<file path="src/rtl/dac_carry_scan.sv">
// Offset-sweep sequencer for the stepped DAC test-waveform generator: settle, dwell, advance per point.
// Optional continuous looping of the sweep is enabled by defining DAC_SCAN_LOOP_EN.
module dac_carry_scan #(
  parameter int unsigned SETTLE       = 16,
  parameter int unsigned PERIOD_TICKS = 60,
  parameter int unsigned REPW         = 8
) (
  input  logic               clk,
  input  logic               rst_n,
  input  logic               start,
  input  logic               abort,
  input  logic [31:0]        N_in,
  input  logic signed [15:0] step_in,
  input  logic signed [15:0] off_start,
  input  logic signed [15:0] off_stop,
  input  logic signed [15:0] off_inc,
  input  logic [REPW-1:0]    reps,
  output logic [31:0]        N_out,
  output logic signed [15:0] step_out,
  output logic signed [15:0] offset_out,
  output logic               busy,
  output logic               done,
  output logic               err,
  output logic               sync,
  output logic [15:0]        point_idx
);

  typedef enum logic [2:0] {S_IDLE, S_SETTLE, S_DWELL, S_ADV, S_DONE} state_t;

  state_t             state;
  logic signed [15:0] step_l;
  logic signed [15:0] stop_l;
  logic signed [15:0] inc_l;
`ifdef DAC_SCAN_LOOP_EN
  logic signed [15:0] start_l;
`endif
  logic [31:0]        ticks_total;
  logic [31:0]        clk_cnt;
  logic [31:0]        tick_cnt;
  logic [15:0]        settle_cnt;

  logic [REPW-1:0]    reps_eff_c;
  logic signed [16:0] nxt_c;
  logic signed [16:0] stop_ext_c;
  logic               last_c;

  // Next offset in 17 bits so that leaving the 16-bit range ends the sweep rather than wrapping.
  always_comb begin
    reps_eff_c = (reps == '0) ? REPW'(1) : reps;
    nxt_c      = {offset_out[15], offset_out} + {inc_l[15], inc_l};
    stop_ext_c = {stop_l[15], stop_l};
    last_c     = 1'b0;
    if (inc_l == 16'sd0)                      last_c = 1'b1;
    if (!inc_l[15] && (nxt_c > stop_ext_c))   last_c = 1'b1;
    if (inc_l[15] && (nxt_c < stop_ext_c))    last_c = 1'b1;
    if (nxt_c[16] != nxt_c[15])               last_c = 1'b1;
  end

  always_ff @(posedge clk or negedge rst_n) begin
    if (!rst_n) begin
      state       <= S_IDLE;
      step_l      <= '0;
      stop_l      <= '0;
      inc_l       <= '0;
`ifdef DAC_SCAN_LOOP_EN
      start_l     <= '0;
`endif
      ticks_total <= '0;
      clk_cnt     <= '0;
      tick_cnt    <= '0;
      settle_cnt  <= '0;
      N_out       <= 32'd1;
      step_out    <= '0;
      offset_out  <= '0;
      busy        <= 1'b0;
      done        <= 1'b0;
      err         <= 1'b0;
      sync        <= 1'b0;
      point_idx   <= '0;
    end else begin
      done <= 1'b0;
      err  <= 1'b0;
      sync <= 1'b0;
      if (abort && (state != S_IDLE)) begin
        state    <= S_IDLE;
        step_out <= '0;
        busy     <= 1'b0;
      end else begin
        case (state)
          S_IDLE: begin
            if (start && !abort) begin
              if (N_in == 32'd0) begin
                err <= 1'b1;
              end else begin
                N_out       <= N_in;
                step_l      <= step_in;
                stop_l      <= off_stop;
                inc_l       <= off_inc;
`ifdef DAC_SCAN_LOOP_EN
                start_l     <= off_start;
`endif
                ticks_total <= 32'(reps_eff_c) * 32'(PERIOD_TICKS);
                offset_out  <= off_start;
                step_out    <= '0;
                point_idx   <= '0;
                settle_cnt  <= '0;
                busy        <= 1'b1;
                state       <= S_SETTLE;
              end
            end
          end
          S_SETTLE: begin
            step_out <= '0;
            if (settle_cnt == 16'(SETTLE - 1)) begin
              state    <= S_DWELL;
              step_out <= step_l;
              sync     <= 1'b1;
              clk_cnt  <= '0;
              tick_cnt <= '0;
            end else begin
              settle_cnt <= settle_cnt + 16'd1;
            end
          end
          // N clocks per tick, ticks_total ticks per point.
          S_DWELL: begin
            if (clk_cnt == N_out - 32'd1) begin
              clk_cnt <= '0;
              if (tick_cnt == ticks_total - 32'd1) begin
                state    <= S_ADV;
                step_out <= '0;
              end else begin
                tick_cnt <= tick_cnt + 32'd1;
              end
            end else begin
              clk_cnt <= clk_cnt + 32'd1;
            end
          end
          S_ADV: begin
            settle_cnt <= '0;
            step_out   <= '0;
            if (last_c) begin
              done <= 1'b1;
`ifdef DAC_SCAN_LOOP_EN
              offset_out <= start_l;
              point_idx  <= '0;
              state      <= S_SETTLE;
`else
              state      <= S_DONE;
`endif
            end else begin
              offset_out <= nxt_c[15:0];
              point_idx  <= point_idx + 16'd1;
              state      <= S_SETTLE;
            end
          end
          S_DONE: begin
            step_out <= '0;
            busy     <= 1'b0;
            state    <= S_IDLE;
          end
          default: state <= S_IDLE;
        endcase
      end
    end
  end

endmodule

</file>
<file path="config.mk">
export PLATFORM = sky130hd
export DESIGN_NAME = dac_carry_scan
export DESIGN_NICKNAME = d
export VERILOG_FILES = /design/src/rtl/dac_carry_scan.sv
export SDC_FILE = /design/constraint.sdc
export NUM_CORES = 1
export LEC_CHECK = 0
export ABC_AREA = 1
export BUFFER_PORTS_ARGS = -buffer_cell sky130_fd_sc_hd__buf_2
export CAP_MARGIN = 20
export CORE_MARGIN = 2
export CORE_UTILIZATION = 52
export CTS_BUF_LIST = sky130_fd_sc_hd__clkbuf_4
export CTS_CLUSTER_DIAMETER = 80
export DETAILED_ROUTE_END_ITERATION = 8
export GPL_ROUTABILITY_DRIVEN = 0
export PLACE_DENSITY = 0.7
export SYNTH_ARGS = -nofsm -noshare
export SYNTH_HDL_FRONTEND = slang
export SYNTH_SLANG_ARGS = --single-unit
export TNS_END_PERCENT = 20
</file>
<file path="constraint.sdc">
create_clock -name clk -period 7.1 [get_ports clk]
set_clock_uncertainty 0.1 [all_clocks]
set_input_delay 0.71 -clock clk [delete_from_list [all_inputs] [get_ports clk]]
set_output_delay 0.71 -clock clk [all_outputs]
set_load 0.05 [all_outputs]
</file>
# After elaboration in Yosys (flattened, before gate mapping)
# Cells that the tools add are included.
# classes
eq_ne,20
order_cmp,2
n_mux,48
n_mul,1
bitwise,2
reduce_logical,25
n_addsub,7
# op_table
cell,n
$mux W16,11
$mux W32,4
$pmux W32 S2,2
$add A32 B1 Y32 const B,2
$eq A32 B32 Y1,2
$pmux W16 S2,2
$pmux W16 S4,1
$pmux W16 S3,1
$add A16 B1 Y16 const B,2
$logic_not A32 Y1,1
$sub A32 B1 Y32 const B,1
$reduce_and A5 Y1,5
$mux W3,7
$add A16 B16 Y17,1
$gt A17 B16 Y1,1
$lt A17 B16 Y1,1
$mux W1,17
$eq A16 B4 Y1 const B,1
$logic_not A16 Y1,1
$ne A3 B3 Y1 const B,5
$sub A14 B1 Y15 const B,1
$ne A2 B2 Y1 const B,7
$mul A8 B4 Y12 const B,1
$pmux W3 S4,1
17 further kinds,27
# totals
elab_cells,121
reg_bits,227
output_inout_bits,84

# Depth between registers and ports, before layout
# Gate-level depths: netlist of run 1.
# depth
depth_word,9
depth_mapped,28
ltp_nobuf,27

# Worst setup path before layout of run 1
# Ideal clock, no wire load.
# synth_timing
path_type,reg2reg
startpoint,register offset_out[0]
endpoint,register point_idx[0]
t_arrival_ns,3.997
path_slack_ns,2.921
setup_time_ns,0.083
stages_incl_launch_ff,28
required_time_ns,6.917
cell_sequence,dfrtp_1 > ha_1 > inv_1 > fa_1 > nand3b_1 > nand3_1 > inv_1 > o21ai_1 > nand2_1 > nand2_1 > nand2_1 > o21ai_0 > xor2_1 > ha_1 > a21oi_1 > o21ai_0 > a21oi_1 > nand3_1 > nand2_1 > nand2_1 > nand2_1 > nand2_1 > nand2_1 > nand2_1 > nand2_1 > clkbuf_1 > nand2_1 > o21ai_0
# synth_between
elab_chain_len,8
elab_cells_between_ends,11
# synth_lines
element,line,source
from (decl),20,"output logic signed [15:0] offset_out,"
from (signal assigned),103,offset_out <= off_start;
from (signal assigned),151,offset_out <= nxt_c[15:0];
$add A16 B16 Y17 *,50,"nxt_c = {offset_out[15], offset_out} + {inc_l[15], inc_l};"
$gt A17 B16 Y1,54,if (!inc_l[15] && (nxt_c > stop_ext_c)) last_c = 1'b1;
$logic_and A1 B1 Y1,54,
$mux W1,54,
$mux W1,55,if (inc_l[15] && (nxt_c < stop_ext_c)) last_c = 1'b1;
$mux W1 *,56,if (nxt_c[16] != nxt_c[15]) last_c = 1'b1;
$ne A2 B2 Y1 (no line) *,n/a,
$reduce_and A5 Y1 (no line) *,n/a,
to (signal assigned),152,point_idx <= point_idx + 16'd1;
to (decl),25,output logic [15:0] point_idx
# Mark *: on every way between the ends. The rest lies on a longest branch, timed or not.
# A chain may end at the register's enable or synchronous reset.

# Worst setup path after layout of run 1
# layout_timing
startpoint,register offset_out[0]
endpoint,register point_idx[7]
# Same word-level chain as after synthesis.

==> results.py, run 1 <==
metrics = {
    "run_status": {
        "status": "complete, no violations",
    },
    "die": {
        "die_height_um": 178.3,
        "coreArea_sq_mm": 0.02980,
        "die_area_sq_mm": 0.03177,
        "die_width_um": 178.3,
        "io_pins": 192,
        "initial_core_util_pct": 52.99,
        "fp-row-count": 63,
    },
    "routing": {
        "ant_nets": 0,
        "via_per_inst": 5.376,
        "totalWireLength_um": 45120,
        "drtIter0Drc": 1252,
        "firstDrtPassIters": 6,
        "drc": 0,
        "wl_per_cell_um": 15.53,
        "via_count": 15620,
    },
    "global_route": {
        "grt_use_met1_pct": 40.46,
        "grt_pass1_wl_um": 75090,
        "busiest_layer": "met2",
        "grt_max_degree": 82,
        "grt_overflow": 0,
        "use_met2_pct": 47.14,
        "grt_usage_pct": 29.32,
        "use_met3_pct": 5.307,
        "grt_pass1_vias": 15240,
        "grt_antenna_before_repair": 2,
    },
    "setup_path": {
        "setup.worst_path.class": "register to register",
        "critPathLaunchType": "register",
        "slowest_delay_ns": 0.41,
        "worstPathMaxFanout": 42,
        "worstPathArrival_ns": 5.09,
        "crit_path_frequent_cell": "nand2_1",
        "endpoint_kind": "register",
        "cpMaxStageDelayCell": "fa_1",
        "cp.required_ns": 7.53,
    },
    "power": {
        "total_power_mw": 7.656,
        "ir_worst_vdd_mv": 0.2918,
        "leakage_nw": 9.010,
        "power.density_mw_per_mm2": 429.5,
    },
    "yosys": {
        "synth-seq-cells": 227,
        "synthFlopType": "dfrtp_1",
        "avgSynthCellArea_sq_um": 6.959,
        "synth_area_leaders": "dfrtp_1 (36%), nand2_1 (18%), nor2_1 (5.9%), xor2_1 (5.5%), inv_1 (5.3%)",
        "ys_top_cells_by_count": "nand2_1 (774), nor2_1 (250), dfrtp_1 (226), inv_1 (225), nand3_1 (116)",
        "synthArstFlopShare_pct": 100.0,
        "synth_nets": 2445,
        "ys_warn_count": 0,
        "syn_inst": 2269,
        "synth_top_area_share_pct": 35.82,
        "synth_top_area_cell": "dfrtp_1",
        "ys_seq_area_share_pct": 35.99,
        "synth.most_common_cell": "nand2_1",
        "synth-edff-count": 0,
        "synth.distinct_cells": 47,
        "syn_area_sq_mm": 0.01579,
    },
    "placement": {
        "dpl_cell_area_sq_mm": 0.01697,
        "place_ws_ns": 2.477,
        "port_buffers": 191,
        "post-dp-hpwl_um": 33450,
    },
    "final_layout": {
        "ff_latch_area_sq_mm": 0.005682,
        "multiInputGateArea_sq_mm": 0.008871,
        "finalNetCount": 2645,
        "fillers": 2833,
        "layout-drive-gt1-share_pct": 13.68,
        "area_delta_synth_final_pct": 12.90,
        "utilization_pct": 59.83,
        "final_area_sq_mm": 0.01783,
    },
    "sta": {
        "relSlewSlack_pct": 24.67,
        "tns_ns": 0,
        "drv_slew": 0,
        "max_freq_ghz": 0.2145,
        "timing.final.ws_setup_ns": 2.439,
        "finalCriticalPeriod_ns": 4.661,
        "rsz0062_at_grt": "false",
        "hold_violations": 0,
        "fin_crit_sh_pct": 65.65,
        "worst-slew-pin-transition_ns": 1.121,
        "finalSetupViolCount": 0,
    },
    "cts": {
        "cts_resized": 0,
        "root_buffer": "clkbuf_4",
        "cts_sinks": 227,
        "htree_levels": 3,
        "clk_pin_slew_ns": 0.07,
        "clock_path_buffers": 3,
        "cts_buffers": 67,
        "cts_tree": "yes",
        "clk_latency_ns": 0.68,
    },
    "hold_path": {
        "hold_class": "primary input to register",
    },
    "job": {
        "max-cap-violations": 0,
    },
}
==> where the power goes <==
| part | internal (mW) | switching [mW] | leakage [nW] |
|---|---|---|---|
| sequential | 1.66 | 0.387 | 2.98 |
| clock | 0.620 | 0.596 | 0.477 |
| combinational | 1.27 | 3.11 | 5.55 |
| total | 3.56 | 4.10 | 9.01 |
==> state kept, by name, indices dropped and copies added (netlist names), 3 cells and up <==
register,flops
state,3
stop_l,16
offset_out,16
settle_cnt,16
ticks_total,12
N_out,32
tick_cnt,32
inc_l,16
clk_cnt,32
point_idx,16
step_l,16
step_out,16
==> metal layers <==
metal	vias to the layer above	wire, um
met5	-	0
met4	0	1058
met3	77	3308
met2	546	20590
met1	7253	20160
li1	7747	-
==> worst max-delay path, delay by kind of cell, from the launching register on <==
family	cells	cell delay, ns
simple gates	14	1.21
compound gates	6	1.01
fa+ha+maj	3	0.86
buf+inv	4	0.76
flops	1	0.37
xor+xnor	1	0.21
==> placed cells by master, fill, tap and decap left out, drive strengths merged, types with 3 or more instances in the layout <==
cell type and instances:
nor4 31, fa 10, nand4 85, o21ai 102, nand2 777, xnor2 23
dfrtp 226, o31ai 9, mux2i 7, ha 58, clkinv 23, a21oi 40
nand3b 17, xor2 100, clkbuf 87, a31oi 3, or2 3, nor3 47
inv 237, o21bai 6, nand3 117, buf 202, nor2 266, o22ai 24
==> final cells by class <==
cell class                 instances  area share [%]
multi-input combinational       1735           49.77
sequential                       227           31.87
timing repair buffer             203           6.050
inverter                         235           4.955
clock buffer                      87           3.664
tap                              390           2.737
clock inverter                    27          0.9265
antenna                            2         0.02808
==> stage by stage <==
step	cells	hold WS, ns
after global routing	2906	0.07302
final	2906	0.1264
after floorplan	2269	0.3144
after global placement	2788	0.3486
after detailed placement	2788	0.3573
after CTS	2903	0.06951
==> repair_timing <==
| item | in CTS | in global routing |
|---|---|---|
| hold endpoints to repair | 70 | 0 |
| setup buffers | 0 | 0 |
| hold buffers | 1 | 0 |
==> cell families after synthesis <==
group / Yosys count / synth area share, %
simple gates: 1346 / 36.27
buf+inv: 307 / 7.877
flops: 227 / 35.99
compound gates: 191 / 6.688
xor+xnor: 123 / 6.871
fa+ha+maj: 68 / 5.864
mux: 7 / 0.4438
==> final timing paths <==
| path | start | end | slack [ns] | cells past startpoint |
|---|---|---|---|---|
| worst min register to register | step_out[9] | step_out[9] | 0.37 | 2 |
| max in group asynchronous | rst_n | stop_l[4] | 4.94 | 3 |
| worst max-delay path | offset_out[0] | point_idx[7] | 2.44 | 28 |
| min in group asynchronous | rst_n | N_out[27] | 0.49 | 2 |
| worst min-delay path | step_in[11] | step_l[11] | 0.13 | 3 |
| worst max register to register | offset_out[0] | point_idx[7] | 2.44 | 28 |
No activity file was read; power rests on OpenSTA's default activity.
==> run 2, diff against run 1 <==
Clock period 7.1 ns to 4.5 ns, I/O delays scaled along.
==> results.py, run 2 (synthesis gave the netlist of run 1 again) <==
metrics = {
    "final_layout": {
        "multiInputGateArea_sq_mm": 0.008877,
        "mostFrequentLayoutCells": "nand2_1 (772), nor2_1 (250), dfrtp_1 (226)",
        "ff_latch_area_sq_mm": 0.005682,
        "finalNetCount": 2749,
        "layout-drive-gt1-share_pct": 13.98,
        "area_delta_synth_final_pct": 19.61,
        "utilization_pct": 63.38,
        "layout_commonest_cell": "nand2_1",
        "fillers": 2672,
        "largestRegisters": "N_out (32), clk_cnt (32), tick_cnt (32)",
    },
    "sta": {
        "drv_slew": 0,
        "hold_slack_ns": 0.04293,
        "finalCriticalPeriod_ns": 4.052,
        "hold_violations": 0,
        "finalSetupViolCount": 0,
        "tns_ns": 0,
        "fin_crit_sh_pct": 90.06,
        "relSlewSlack_pct": 28.78,
        "worst-slew-pin-transition_ns": 1.060,
        "timing.final.ws_setup_ns": 0.4475,
        "max_freq_ghz": 0.2468,
        "rsz0062_at_grt": "false",
    },
    "power": {
        "ir_worst_vdd_mv": 0.4435,
        "total_power_mw": 12.40,
        "power.density_mw_per_mm2": 656.5,
        "leakage_nw": 9.475,
    },
    "setup_path": {
        "worstPathArrival_ns": 4.48,
        "endpoint_kind": "register",
        "worstPathMaxFanout": 18,
        "critPathLaunchType": "register",
        "cp.required_ns": 4.92,
        "setup.worst_path.class": "register to register",
    },
    "routing": {
        "ant_nets": 0,
        "firstDrtPassIters": 6,
        "drtIter0Drc": 1260,
        "totalWireLength_um": 46980,
        "via_per_inst": 5.402,
        "via_count": 16260,
        "drc": 0,
        "wl_per_cell_um": 15.61,
    },
    "die": {
        "die_height_um": 178.3,
        "io_pins": 192,
        "coreArea_sq_mm": 0.02980,
        "die_area_sq_mm": 0.03177,
        "die_width_um": 178.3,
        "initial_core_util_pct": 52.99,
        "fp-row-count": 63,
    },
    "hold_path": {
        "hold_class": "primary input to register",
    },
    "cts": {
        "root_buffer": "clkbuf_4",
        "clk_latency_ns": 0.71,
        "cts_tree": "yes",
        "htree_levels": 3,
        "cts_buffers": 66,
        "clock_path_buffers": 3,
        "clk_pin_slew_ns": 0.07,
        "cts_sinks": 227,
    },
    "placement": {
        "post-dp-hpwl_um": 33430,
        "port_buffers": 191,
        "place_ws_ns": 0.2958,
    },
    "global_route": {
        "grt_overflow": 0,
        "grt_antenna_before_repair": 1,
        "grt_max_degree": 94,
        "grt_pass1_wl_um": 77670,
        "grt_pass1_vias": 15770,
        "grt_usage_pct": 30.40,
    },
    "run_status": {
        "status": "complete, no violations",
    },
    "job": {
        "max-cap-violations": 0,
    },
}
==> run 2: repair_timing <==
action                                 4_1_cts  5_1_grt
gates resized for setup                      0        6
hold buffers                                93        0
setup endpoints to repair                    0       32
endpoints found under the hold margin      181        0
buffers inserted                             0        0
==> run 2: path summary, 6_finish.rpt <==
path                              startpoint            end  slack, ns  depth (start not counted)
worst max-delay path                inc_l[0]  offset_out[3]       0.45                         26
worst min-delay path            off_start[7]  offset_out[7]       0.04                          3
worst max register to register      inc_l[0]  offset_out[3]       0.45                         26
worst min register to register   step_out[6]    step_out[6]       0.37                          2
max in group asynchronous              rst_n       inc_l[4]       3.04                          3
min in group asynchronous              rst_n      N_out[26]       0.28                          2
==> run 2: final cells by class <==
type / count / share of cell area [%]
inverters: 235 / 4.691
diodes: 1 / 0.01325
multi-input cells: 1735 / 47.01
clock buffers: 96 / 3.816
well taps: 390 / 2.584
repair buffers: 308 / 11.24
flip-flops and latches: 227 / 30.08
clock inverters: 17 / 0.5698
==> run 2: worst max-delay path, cell delays in order, from the launching register on <==
cell and delay [ns]:
dfrtp_1 0.38, ha_1 0.18, inv_1 0.06, fa_1 0.40, nand3b_1 0.17, nand3_1 0.13, inv_1 0.07, o21ai_2 0.15
nand2_1 0.07, nand2_1 0.09, nand2_1 0.05, o21ai_0 0.19, xor2_1 0.23, ha_1 0.28, a21oi_1 0.14, o21ai_0 0.09
a21oi_1 0.18, nand4_1 0.15, nand2_1 0.09, nand2_1 0.05, nand2_1 0.07, nand2_1 0.05, nand2_1 0.10, nand2_2 0.13
buf_6 0.18, nand2_1 0.06, o21ai_0 0.07
==> run 2: metal layers <==
| metal | global-route usage, % | vias up | wire length [um] |
|---|---|---|---|
| met5 | 0 | - | 0 |
| met2 | 48.64 | 680 | 21390 |
| met3 | 6.032 | 127 | 3856 |
| li1 | - | 7969 | - |
| met1 | 40.47 | 7479 | 20090 |
| met4 | 12.50 | 0 | 1647 |
==> run 2: through the flow <==
stage / instances / cell area (sq um)
global placement: 2802 / 17110
global route: 3009 / 18890
CTS: 3008 / 18870
floorplan: 2269 / 15790
detailed placement: 2802 / 17110
finish: 3009 / 18890
==> run 2: report_power, final <==
group	switching, mW	internal [mW]
registers	0.601	2.63
clock network	0.940	1.04
logic	4.99	2.20
total	6.54	5.86
